$ cat src/rtl/ex_operand_stage_if.sv
// ============================================================================
// Module      : ex_operand_stage_if
// Description : Decode-stage bundle handed from ID into the ID/EX operand stage.
// Revision    : 1.0 - initial release
// ============================================================================
`default_nettype none

interface ex_operand_stage_if #(
  parameter int DATA_WIDTH    = 32,
  parameter int OPCODE_LENGTH = 4,
  parameter int REG_ADDR_W    = 5
);
  logic                     id_valid;
  logic [DATA_WIDTH-1:0]    id_pc;
  logic [DATA_WIDTH-1:0]    id_rs1_data;
  logic [DATA_WIDTH-1:0]    id_rs2_data;
  logic [DATA_WIDTH-1:0]    id_imm;
  logic [REG_ADDR_W-1:0]    id_rs1_addr;
  logic [REG_ADDR_W-1:0]    id_rs2_addr;
  logic [REG_ADDR_W-1:0]    id_rd_addr;
  logic [1:0]               id_a_sel;
  logic                     id_b_imm;
  logic [OPCODE_LENGTH-1:0] id_alu_op;
  logic                     id_reg_write;
  logic                     id_mem_read;
  logic                     id_mem_write;

  modport master (
    output id_valid, id_pc, id_rs1_data, id_rs2_data, id_imm,
           id_rs1_addr, id_rs2_addr, id_rd_addr, id_a_sel, id_b_imm,
           id_alu_op, id_reg_write, id_mem_read, id_mem_write
  );

  modport slave (
    input  id_valid, id_pc, id_rs1_data, id_rs2_data, id_imm,
           id_rs1_addr, id_rs2_addr, id_rd_addr, id_a_sel, id_b_imm,
           id_alu_op, id_reg_write, id_mem_read, id_mem_write
  );
endinterface

`default_nettype wire

$ cat src/rtl/ex_operand_stage.sv
// ============================================================================
// Module      : ex_operand_stage
// Description : ID/EX register with MEM/WB forwarding, load-use bubbles and
//               ALU operand select. EX_PERF_CNT_EN enables perf counters.
// Revision    : 1.0 - initial release
// ============================================================================
`default_nettype none

module ex_operand_stage #(
  parameter int DATA_WIDTH    = 32,
  parameter int OPCODE_LENGTH = 4,
  parameter int REG_ADDR_W    = 5
) (
  input  wire logic                     clk,
  input  wire logic                     reset,
  ex_operand_stage_if.slave             dec,
  input  wire logic                     stall,
  input  wire logic                     flush,
  input  wire logic [REG_ADDR_W-1:0]    mem_rd_addr,
  input  wire logic                     mem_reg_write,
  input  wire logic [DATA_WIDTH-1:0]    mem_result,
  input  wire logic [REG_ADDR_W-1:0]    wb_rd_addr,
  input  wire logic                     wb_reg_write,
  input  wire logic [DATA_WIDTH-1:0]    wb_result,
  output logic      [DATA_WIDTH-1:0]    SrcA,
  output logic      [DATA_WIDTH-1:0]    SrcB,
  output logic      [OPCODE_LENGTH-1:0] Operation,
  output logic                          ex_valid,
  output logic      [REG_ADDR_W-1:0]    ex_rd_addr,
  output logic                          ex_reg_write,
  output logic                          ex_mem_read,
  output logic                          ex_mem_write,
  output logic      [DATA_WIDTH-1:0]    ex_store_data,
  output logic                          load_use_stall,
  output logic      [31:0]              bubble_count,
  output logic      [31:0]              fwd_count
);

  localparam logic [OPCODE_LENGTH-1:0] c_OP_ADD = OPCODE_LENGTH'(4'b0010);

  logic                     r_valid;
  logic [DATA_WIDTH-1:0]    r_pc, r_rs1_data, r_rs2_data, r_imm;
  logic [REG_ADDR_W-1:0]    r_rs1_addr, r_rs2_addr, r_rd_addr;
  logic [1:0]               r_a_sel;
  logic                     r_b_imm;
  logic [OPCODE_LENGTH-1:0] r_alu_op;
  logic                     r_reg_write, r_mem_read, r_mem_write;

  logic                     w_load_use;
  logic                     w_rs1_mem_hit, w_rs1_wb_hit, w_rs2_mem_hit, w_rs2_wb_hit;
  logic [DATA_WIDTH-1:0]    w_rs1_fwd, w_rs2_fwd;
  logic [DATA_WIDTH-1:0]    w_src_a;

  assign w_load_use = dec.id_valid & r_valid & r_mem_read & (r_rd_addr != '0) &
                      ((r_rd_addr == dec.id_rs1_addr) | (r_rd_addr == dec.id_rs2_addr));

  always_ff @(posedge clk or negedge reset) begin
    if (!reset) begin
      r_valid     <= 1'b0;
      r_pc        <= '0;
      r_rs1_data  <= '0;
      r_rs2_data  <= '0;
      r_imm       <= '0;
      r_rs1_addr  <= '0;
      r_rs2_addr  <= '0;
      r_rd_addr   <= '0;
      r_a_sel     <= 2'b00;
      r_b_imm     <= 1'b0;
      r_alu_op    <= '0;
      r_reg_write <= 1'b0;
      r_mem_read  <= 1'b0;
      r_mem_write <= 1'b0;
    end else if (flush || (!stall && w_load_use)) begin
      // Bubble: data fields are left as-is, only the control that has side effects is killed.
      r_valid     <= 1'b0;
      r_reg_write <= 1'b0;
      r_mem_read  <= 1'b0;
      r_mem_write <= 1'b0;
    end else if (!stall) begin
      r_valid     <= dec.id_valid;
      r_pc        <= dec.id_pc;
      r_rs1_data  <= dec.id_rs1_data;
      r_rs2_data  <= dec.id_rs2_data;
      r_imm       <= dec.id_imm;
      r_rs1_addr  <= dec.id_rs1_addr;
      r_rs2_addr  <= dec.id_rs2_addr;
      r_rd_addr   <= dec.id_rd_addr;
      r_a_sel     <= dec.id_a_sel;
      r_b_imm     <= dec.id_b_imm;
      r_alu_op    <= dec.id_alu_op;
      r_reg_write <= dec.id_reg_write;
      r_mem_read  <= dec.id_mem_read;
      r_mem_write <= dec.id_mem_write;
    end
  end

  // x0 is hard-wired, so a zero destination never produces a forward.
  assign w_rs1_mem_hit = mem_reg_write & (mem_rd_addr != '0) & (mem_rd_addr == r_rs1_addr);
  assign w_rs1_wb_hit  = wb_reg_write  & (wb_rd_addr  != '0) & (wb_rd_addr  == r_rs1_addr);
  assign w_rs2_mem_hit = mem_reg_write & (mem_rd_addr != '0) & (mem_rd_addr == r_rs2_addr);
  assign w_rs2_wb_hit  = wb_reg_write  & (wb_rd_addr  != '0) & (wb_rd_addr  == r_rs2_addr);

  assign w_rs1_fwd = w_rs1_mem_hit ? mem_result : (w_rs1_wb_hit ? wb_result : r_rs1_data);
  assign w_rs2_fwd = w_rs2_mem_hit ? mem_result : (w_rs2_wb_hit ? wb_result : r_rs2_data);

  always_comb begin
    w_src_a = '0;
    case (r_a_sel)
      2'b00:   w_src_a = w_rs1_fwd;
      2'b01:   w_src_a = r_pc;
      default: w_src_a = '0;
    endcase
  end

  assign SrcA           = r_valid ? w_src_a : '0;
  assign SrcB           = r_valid ? (r_b_imm ? r_imm : w_rs2_fwd) : '0;
  assign Operation      = r_valid ? r_alu_op : c_OP_ADD;
  assign ex_valid       = r_valid;
  assign ex_rd_addr     = r_rd_addr;
  assign ex_reg_write   = r_valid & r_reg_write;
  assign ex_mem_read    = r_valid & r_mem_read;
  assign ex_mem_write   = r_valid & r_mem_write;
  assign ex_store_data  = w_rs2_fwd;
  assign load_use_stall = w_load_use;

`ifdef EX_PERF_CNT_EN
  logic [31:0] r_bubble_cnt;
  logic [31:0] r_fwd_cnt;
  logic        w_fwd_used;

  // An operand counts as forwarded only when the forwarded value actually feeds SrcA, SrcB or store data.
  assign w_fwd_used = ((r_a_sel == 2'b00) & (w_rs1_mem_hit | w_rs1_wb_hit)) |
                      ((~r_b_imm | r_mem_write) & (w_rs2_mem_hit | w_rs2_wb_hit));

  always_ff @(posedge clk or negedge reset) begin
    if (!reset) begin
      r_bubble_cnt <= '0;
      r_fwd_cnt    <= '0;
    end else begin
      if ((flush || w_load_use) && !stall)
        r_bubble_cnt <= r_bubble_cnt + 32'd1;
      if (r_valid && !stall && w_fwd_used)
        r_fwd_cnt <= r_fwd_cnt + 32'd1;
    end
  end

  assign bubble_count = r_bubble_cnt;
  assign fwd_count    = r_fwd_cnt;
`else
  assign bubble_count = '0;
  assign fwd_count    = '0;
`endif

endmodule

`default_nettype wire
$ cat src/flat_wrapper.sv
// flat-port wrapper written by rule: the top's interface ports become plain ports
module ex_operand_stage_flat 
#(
  parameter int DATA_WIDTH    = 32,
  parameter int OPCODE_LENGTH = 4,
  parameter int REG_ADDR_W    = 5
)
  (clk, reset, stall, flush, mem_rd_addr, mem_reg_write, mem_result, wb_rd_addr, wb_reg_write, wb_result, SrcA, SrcB, Operation, ex_valid, ex_rd_addr, ex_reg_write, ex_mem_read, ex_mem_write, ex_store_data, load_use_stall, bubble_count, fwd_count, dec_id_valid, dec_id_pc, dec_id_rs1_data, dec_id_rs2_data, dec_id_imm, dec_id_rs1_addr, dec_id_rs2_addr, dec_id_rd_addr, dec_id_a_sel, dec_id_b_imm, dec_id_alu_op, dec_id_reg_write, dec_id_mem_read, dec_id_mem_write);
  ex_operand_stage_if #(.DATA_WIDTH(DATA_WIDTH), .OPCODE_LENGTH(OPCODE_LENGTH), .REG_ADDR_W(REG_ADDR_W)) dec_i ();
  input  wire logic clk;
  input  wire logic reset;
  input  wire logic stall;
  input  wire logic flush;
  input  wire logic [REG_ADDR_W-1:0] mem_rd_addr;
  input  wire logic mem_reg_write;
  input  wire logic [DATA_WIDTH-1:0] mem_result;
  input  wire logic [REG_ADDR_W-1:0] wb_rd_addr;
  input  wire logic wb_reg_write;
  input  wire logic [DATA_WIDTH-1:0] wb_result;
  output logic      [DATA_WIDTH-1:0] SrcA;
  output logic      [DATA_WIDTH-1:0] SrcB;
  output logic      [OPCODE_LENGTH-1:0] Operation;
  output logic ex_valid;
  output logic      [REG_ADDR_W-1:0] ex_rd_addr;
  output logic ex_reg_write;
  output logic ex_mem_read;
  output logic ex_mem_write;
  output logic      [DATA_WIDTH-1:0] ex_store_data;
  output logic load_use_stall;
  output logic      [31:0] bubble_count;
  output logic      [31:0] fwd_count;
  input wire logic [$bits(dec_i.id_valid)-1:0] dec_id_valid;
  input wire logic [$bits(dec_i.id_pc)-1:0] dec_id_pc;
  input wire logic [$bits(dec_i.id_rs1_data)-1:0] dec_id_rs1_data;
  input wire logic [$bits(dec_i.id_rs2_data)-1:0] dec_id_rs2_data;
  input wire logic [$bits(dec_i.id_imm)-1:0] dec_id_imm;
  input wire logic [$bits(dec_i.id_rs1_addr)-1:0] dec_id_rs1_addr;
  input wire logic [$bits(dec_i.id_rs2_addr)-1:0] dec_id_rs2_addr;
  input wire logic [$bits(dec_i.id_rd_addr)-1:0] dec_id_rd_addr;
  input wire logic [$bits(dec_i.id_a_sel)-1:0] dec_id_a_sel;
  input wire logic [$bits(dec_i.id_b_imm)-1:0] dec_id_b_imm;
  input wire logic [$bits(dec_i.id_alu_op)-1:0] dec_id_alu_op;
  input wire logic [$bits(dec_i.id_reg_write)-1:0] dec_id_reg_write;
  input wire logic [$bits(dec_i.id_mem_read)-1:0] dec_id_mem_read;
  input wire logic [$bits(dec_i.id_mem_write)-1:0] dec_id_mem_write;
  assign dec_i.id_valid = dec_id_valid;
  assign dec_i.id_pc = dec_id_pc;
  assign dec_i.id_rs1_data = dec_id_rs1_data;
  assign dec_i.id_rs2_data = dec_id_rs2_data;
  assign dec_i.id_imm = dec_id_imm;
  assign dec_i.id_rs1_addr = dec_id_rs1_addr;
  assign dec_i.id_rs2_addr = dec_id_rs2_addr;
  assign dec_i.id_rd_addr = dec_id_rd_addr;
  assign dec_i.id_a_sel = dec_id_a_sel;
  assign dec_i.id_b_imm = dec_id_b_imm;
  assign dec_i.id_alu_op = dec_id_alu_op;
  assign dec_i.id_reg_write = dec_id_reg_write;
  assign dec_i.id_mem_read = dec_id_mem_read;
  assign dec_i.id_mem_write = dec_id_mem_write;
  ex_operand_stage #(.DATA_WIDTH(DATA_WIDTH), .OPCODE_LENGTH(OPCODE_LENGTH), .REG_ADDR_W(REG_ADDR_W)) u_core (.clk(clk), .reset(reset), .dec(dec_i), .stall(stall), .flush(flush), .mem_rd_addr(mem_rd_addr), .mem_reg_write(mem_reg_write), .mem_result(mem_result), .wb_rd_addr(wb_rd_addr), .wb_reg_write(wb_reg_write), .wb_result(wb_result), .SrcA(SrcA), .SrcB(SrcB), .Operation(Operation), .ex_valid(ex_valid), .ex_rd_addr(ex_rd_addr), .ex_reg_write(ex_reg_write), .ex_mem_read(ex_mem_read), .ex_mem_write(ex_mem_write), .ex_store_data(ex_store_data), .load_use_stall(load_use_stall), .bubble_count(bubble_count), .fwd_count(fwd_count));
endmodule
$ cat config.mk
export PLATFORM = sky130hd
export DESIGN_NAME = ex_operand_stage_flat
export DESIGN_NICKNAME = d
export VERILOG_FILES = /design/src/rtl/ex_operand_stage_if.sv /design/src/rtl/ex_operand_stage.sv /design/src/flat_wrapper.sv
export SDC_FILE = /design/constraint.sdc
export NUM_CORES = 1
export LEC_CHECK = 0
export ABC_AREA = 1
export BUFFER_PORTS_ARGS = -buffer_cell sky130_fd_sc_hd__buf_2
export CAP_MARGIN = 10
export CORE_AREA = 2 2 159 161
export CTS_BUF_LIST = sky130_fd_sc_hd__clkbuf_8
export DETAILED_ROUTE_END_ITERATION = 10
export DIE_AREA = 0 0 161 163
export PLACE_DENSITY = 0.76
export SYNTH_ARGS = -nofsm -noshare
export SYNTH_HDL_FRONTEND = slang
export SYNTH_SLANG_ARGS = --single-unit
$ cat constraint.sdc
create_clock -name clk -period 2.1 [get_ports clk]
set_input_delay 0.42 -clock clk [delete_from_list [all_inputs] [get_ports clk]]
set_output_delay 0.42 -clock clk [all_outputs]
set_load 0.05 [all_outputs]
Word level (Yosys, flattened, before mapping)
Cells that the tools add are included.
{ "word_totals": {"reg_bits": 154, "in_bits": 234, "out_inout_bits": 174, "word_cells": 63} }
{ "classes": {"n_eq_ne": 8, "n_mux": 17, "bitwise_logic": 16, "reduce_logical": 8} }
{ "ops": {"columns": ["cell", "count"], "rows": [
  ["32-bit two-way mux", 7],
  ["32-bit case mux with 2 select lines", 1],
  ["5-bit == test", 6],
  ["5-bit nonzero test", 3],
  ["1-bit AND", 13],
  ["1-bit two-way mux", 8],
  ["4-bit two-way mux", 1],
  ["2-bit by 1-bit == test with 1-bit output, second input constant", 1],
  ["2-bit zero test", 1],
  ["2-bit by 1-bit inequality test with 1-bit output, second input constant", 1],
  ["1-bit inverter", 2],
  ["2-bit AND reduction", 1],
  ["1-bit logical AND", 1],
  ["1-bit zero test", 1],
  ["1-bit logical OR", 1],
  ["1-bit bitwise OR", 1]
]} }

Longest topological paths before layout
{ "logic_depth": {"ltp_word": 8, "mapped_depth": 13, "mapped_depth_nobuf": 12} }

Least setup slack after synthesis
OpenSTA, ideal clock, no wires.
{ "synth_path": {"path_kind": "register to output", "start": "reg u_core.r_valid (netlist: u_core.ex_valid)", "end": "out load_use_stall", "t_arrival_ps": 2121, "required_time_ps": 1680, "slack_ps": -441, "stages_incl_launch_ff": 10, "n_path_buf": 3, "path_cell_list": "dfrtp_1 > buf_2 > nand2_1 > inv_1 > nand3_1 > inv_1 > nand2_1 > buf_2 > buf_2 > inv_1"} }
{ "synth_via": {"elab_chain_len": 4} }
{ "synth_rtl": {"columns": ["item", "line_no", "text"], "rows": [
  ["start: declaration", "ex_operand_stage.sv:41", "logic r_valid;"],
  ["start signal: assignment", "ex_operand_stage.sv:80", "r_valid <= dec.id_valid;"],
  ["1-bit AND (4 in series)", "ex_operand_stage.sv:54", "assign w_load_use = dec.id_valid & r_valid & r_mem_read & (r_rd_addr != '0) &"],
  ["end: declaration", "flat_wrapper.sv:29", "output logic load_use_stall;"]
]} }
Every way passes these cells.

Final worst setup path
{ "layout_path": {"start": "reg u_core.r_rs2_addr[3]", "end": "out SrcB[28]"} }
{ "layout_via": {"elab_chain_len": 6, "word_cells_on_any_way": 8, "classes_between": "eq/ne: 2; mux: 4; bitwise: 2"} }
{ "layout_rtl": {"columns": ["item", "line_no", "text"], "rows": [
  ["start: declaration", "ex_operand_stage.sv:43", "logic [REG_ADDR_W-1:0] r_rs1_addr, r_rs2_addr, r_rd_addr;"],
  ["start signal: assignment", "ex_operand_stage.sv:86", "r_rs2_addr <= dec.id_rs2_addr;"],
  ["5-bit == test", "ex_operand_stage.sv:101", "assign w_rs2_wb_hit = wb_reg_write & (wb_rd_addr != '0) & (wb_rd_addr == r_rs2_addr);"],
  ["1-bit AND", "ex_operand_stage.sv:101", null],
  ["32-bit two-way mux", "ex_operand_stage.sv:104", "assign w_rs2_fwd = w_rs2_mem_hit ? mem_result : (w_rs2_wb_hit ? wb_result : r_rs2_data);"],
  ["32-bit two-way mux (*)", "ex_operand_stage.sv:104", null],
  ["32-bit two-way mux (*) (2 in series)", "ex_operand_stage.sv:116", "assign SrcB = r_valid ? (r_b_imm ? r_imm : w_rs2_fwd) : '0;"],
  ["end: declaration", "flat_wrapper.sv:21", "output logic [DATA_WIDTH-1:0] SrcB;"]
]} }
Mark *: on every way between the ends. The rest lies on a longest branch, timed or not.

==> metrics.log <==
INFO  metric post_synth_mux_area_share = 0%
INFO  metric numCtsBuffers = 17
INFO  metric layout_setup_ws = -0.694 ns
INFO  metric track_usage = 32.2%
INFO  metric p_comb_share = 43.6%
INFO  metric final.fill_count = 1881
INFO  metric io_pins = 408
INFO  metric rows = 58
INFO  metric post-place-cells = 2238
INFO  metric cts_sinks = 154
INFO  metric setup_tns = -58.35 ns
INFO  metric max_clock_freq = 358 MHz
INFO  metric synth.largest_area_cell = dfrtp_1
INFO  metric crit_path_end_kind = output port
INFO  metric synth_xor_xnor_area_share = 1.61%
INFO  metric synth.yosys.warnings = 0
INFO  metric synthDistinctLibCells = 22
INFO  metric drt_first_pass_iters = 5
INFO  metric setup_viol = 97
INFO  metric final_min_period = 2.79 ns
INFO  metric post_layout_nonfiller_instances = 2340
INFO  metric first_global_vias = 11753
INFO  metric netlist_instances = 1615
INFO  metric ant_nets = 0
INFO  metric mostFrequentLayoutCells = 430 x nand2_1, 245 x buf_2, 212 x nand3_1
INFO  metric cts.path.max_buffers = 2
INFO  metric critical_path.startpoint_type = flip-flop
INFO  metric ys_seq_elements = 154
INFO  metric violations = setup timing
INFO  metric design.die.area = 26200 um^2
INFO  metric worst_skew_pair.late_latency = 0.48 ns
INFO  metric power.clock.fraction = 23.0%
INFO  metric layout.cells.most_common = nand2_1
INFO  metric pwr_density_cell = 636 nW/um^2
INFO  metric gp_congestion = 0.982
INFO  metric via_count = 12584
INFO  metric grt_antenna_before_repair = 8
INFO  metric setup.worst_path.class = reg2out
INFO  metric clockRootBuffer = clkbuf_8
INFO  metric synth_area = 10300 um^2
INFO  metric final_min_period_over_clock_period = 133%
INFO  metric swShare = 43.7%
INFO  metric number_of_nets_in_the_final_layout = 2225
INFO  metric chipWidth = 161 um
INFO  metric hold_class = in2reg
INFO  metric layout.area.seq = 3860 um^2
INFO  metric switchingPower = 4730 uW
INFO  metric rsz0062_at_grt = yes
INFO  metric drv_cap = 0
INFO  metric worstPathArrival = 2.37 ns
INFO  metric slew_violations = 0
INFO  metric run_status = complete, but fails checks
INFO  metric synth_compound_area_share = 1.68%
INFO  metric detailedRoute.firstIterationViolations = 1299
INFO  metric grt_first_pass_wirelength = 65300 um
INFO  metric post-synth-top-area-fraction = 37.3%
INFO  metric final_routed_wirelength = 46500 um
INFO  metric avg_vias_per_cell = 5.38
INFO  metric hold_ws = 0.156 ns
INFO  metric area_growth_syn_to_layout = 64.4%
INFO  metric core = 24700 um^2
INFO  metric floorplan.initialDensity = 41.9%
INFO  metric fin_total_pwr = 10800 uW
INFO  metric crit_fanout = 12
INFO  metric post_drt_wl_per_cell = 19.9 um
INFO  metric report.final.hold_viol_count = 0
INFO  metric io_buffer_count = 343
INFO  metric worst-slew-pin-transition = 0.546 ns
INFO  metric yosysSeqAreaShare = 37.3%
INFO  metric grt_overflow_total = 0
INFO  metric p_seq_share = 33.4%
INFO  metric post_route_cells_drive_above_1_share = 44.7%
INFO  metric tritoncts_clock_tree = yes
INFO  metric slew_headroom = 63.6%
INFO  metric cts_max_level = 4
INFO  metric multiInputGateArea = 7160 um^2
INFO  metric synth_top_family_by_area = simple AND/OR/NAND/NOR gates
INFO  metric utilization_of_the_core_after_routing = 68.9%
INFO  metric cp_data_required_time = 1.68 ns
INFO  metric cellLeakagePower = 0.00913 uW
INFO  metric largest_cells_by_area_after_synthesis = dfrtp_1 37%, nand2_1 21%, nand3_1 19%
INFO  metric drc_markers = 0
INFO  metric clk_transition_reported_paths = 0.11 ns
INFO  metric worst_ir_drop_vdd = 0.373 mV
INFO  metric internal-power = 6080 uW
INFO  metric synthAdderAreaFrac = 0%
INFO  metric final.setup_skew = 0.0188 ns
INFO  metric syn_area_per_cell = 6.40 um^2
INFO  metric post-dp-hpwl = 28800 um
INFO  metric largest_net_degree_at_the_start_of_global_routing = 78
INFO  metric die_height = 163 um
INFO  metric synth_simple_gate_area_share = 43.0%
-- Yosys cell counts (all sizes together) --
cell    instances
xor2           11
dfrtp         154
nand4           2
clkbuf         24
nand3         391
conb            1
or2             2
buf           146
a21oi          34
nor3            2
nor2           80
nand2         570
inv           190
xnor2           8
-- final cells by class --
cell class,count,share of cell area [%]
Antenna cell,6,0.0883
Sequential cell,154,22.7
Clock inverter,15,1.03
Inverter,190,4.22
Multi-Input combinational cell,1164,42.1
Clock buffer,17,1.38
Timing Repair Buffer,464,26.0
Tap cell,330,2.43
-- worst paths after layout --
| kind | slack (ns) | startpoint | cells after the start | to |
|---|---|---|---|---|
| setup / recovery | -0.69 | u_core.r_rs2_addr[3]$_DFFE_PN0P_ | 10 | SrcB[28] |
| hold / removal | 0.16 | dec_id_rd_addr[0] | 3 | u_core.ex_rd_addr[0]$_DFFE_PN0P_ |
| setup reg to reg | 0.16 | u_core.ex_rd_addr[3]$_DFFE_PN0P_ | 10 | u_core.r_rs2_data[12]$_DFFE_PN0P_ |
| hold reg to reg | 0.48 | u_core.r_imm[0]$_DFFE_PN0P_ | 2 | u_core.r_imm[0]$_DFFE_PN0P_ |
| max in group asynchronous | 0.97 | reset | 3 | u_core.r_rs1_data[17]$_DFFE_PN0P_ |
| min in group asynchronous | 0.45 | reset | 2 | u_core.r_imm[21]$_DFFE_PN0P_ |
-- state kept, by name, summed over array words and instances (netlist names) --
| name | flops |
|---|---|
| u_core.r_imm | 32 |
| u_core.r_pc | 32 |
| u_core.r_rs1_data | 32 |
| u_core.r_rs2_data | 32 |
| u_core.ex_rd_addr | 5 |
| u_core.r_rs1_addr | 5 |
| u_core.r_rs2_addr | 5 |
| u_core.r_alu_op | 4 |
| u_core.r_a_sel | 2 |
| u_core.ex_valid | 1 |
| u_core.r_b_imm | 1 |
| u_core.r_mem_read | 1 |
| u_core.r_mem_write | 1 |
| u_core.r_reg_write | 1 |
-- stage by stage --
step	area (um^2)	setup WS, ns
after detailed placement	12800	-0.415
after CTS	15400	-0.700
final	17000	-0.694
after global placement	12800	-0.402
after floorplan	10700	-0.256
after global routing	17000	-0.787
-- what timing repair did --
action | CTS | global route
buffers inserted | 24 | 18
pin swaps | 61 | 145
setup endpoints to repair | 97 | 97
cloned | 18 | 8
hold buffers | 1 | 0
endpoints found under the hold margin | 47 | 0
gates resized for setup | 431 | 308
-- power by group through the flow --
stage,clock network [uW],registers (uW),logic [uW]
6_report,2490,3610,4710
3_5_place_dp,0,3620,3370
5_1_grt,2600,3650,4970
3_3_place_gp,0,3620,3330
4_1_cts,2490,3570,4070
2_1_floorplan,0,3600,2260
-- per-layer routing --
| layer | share of wire (%) | up-vias | track usage [%] |
|---|---|---|---|
| met3 | 8.7 | 201 | 6.54 |
| met4 | 5.0 | 4 | 14.4 |
| li1 | - | 5670 | - |
| met2 | 47 | 814 | 51.7 |
| met5 | 0.065 | - | 0 |
| met1 | 39 | 5895 | 42.2 |
-- critical path, stage by stage, from the launching register on --
cell and delay (ns):
dfrtp_2 0.46, xor2_2 0.16, buf_4 0.14, nor3_4 0.18, buf_6 0.17, buf_8 0.15
nand3_1 0.19, nand3_2 0.15, nand2_1 0.06, inv_1 0.08, buf_6 0.16
-- kinds of logic (layout without fill, tap and decap cells) --
| logic type | count (synthesis) | in the layout |
|---|---|---|
| simple gates | 1047 | 1047 |
| buf+inv | 360 | 686 |
| compound gates | 34 | 34 |
| xor+xnor | 19 | 19 |
| other cells | 1 | 70 |
| flops | 154 | 154 |
Power figures use the tool's default switching activity.
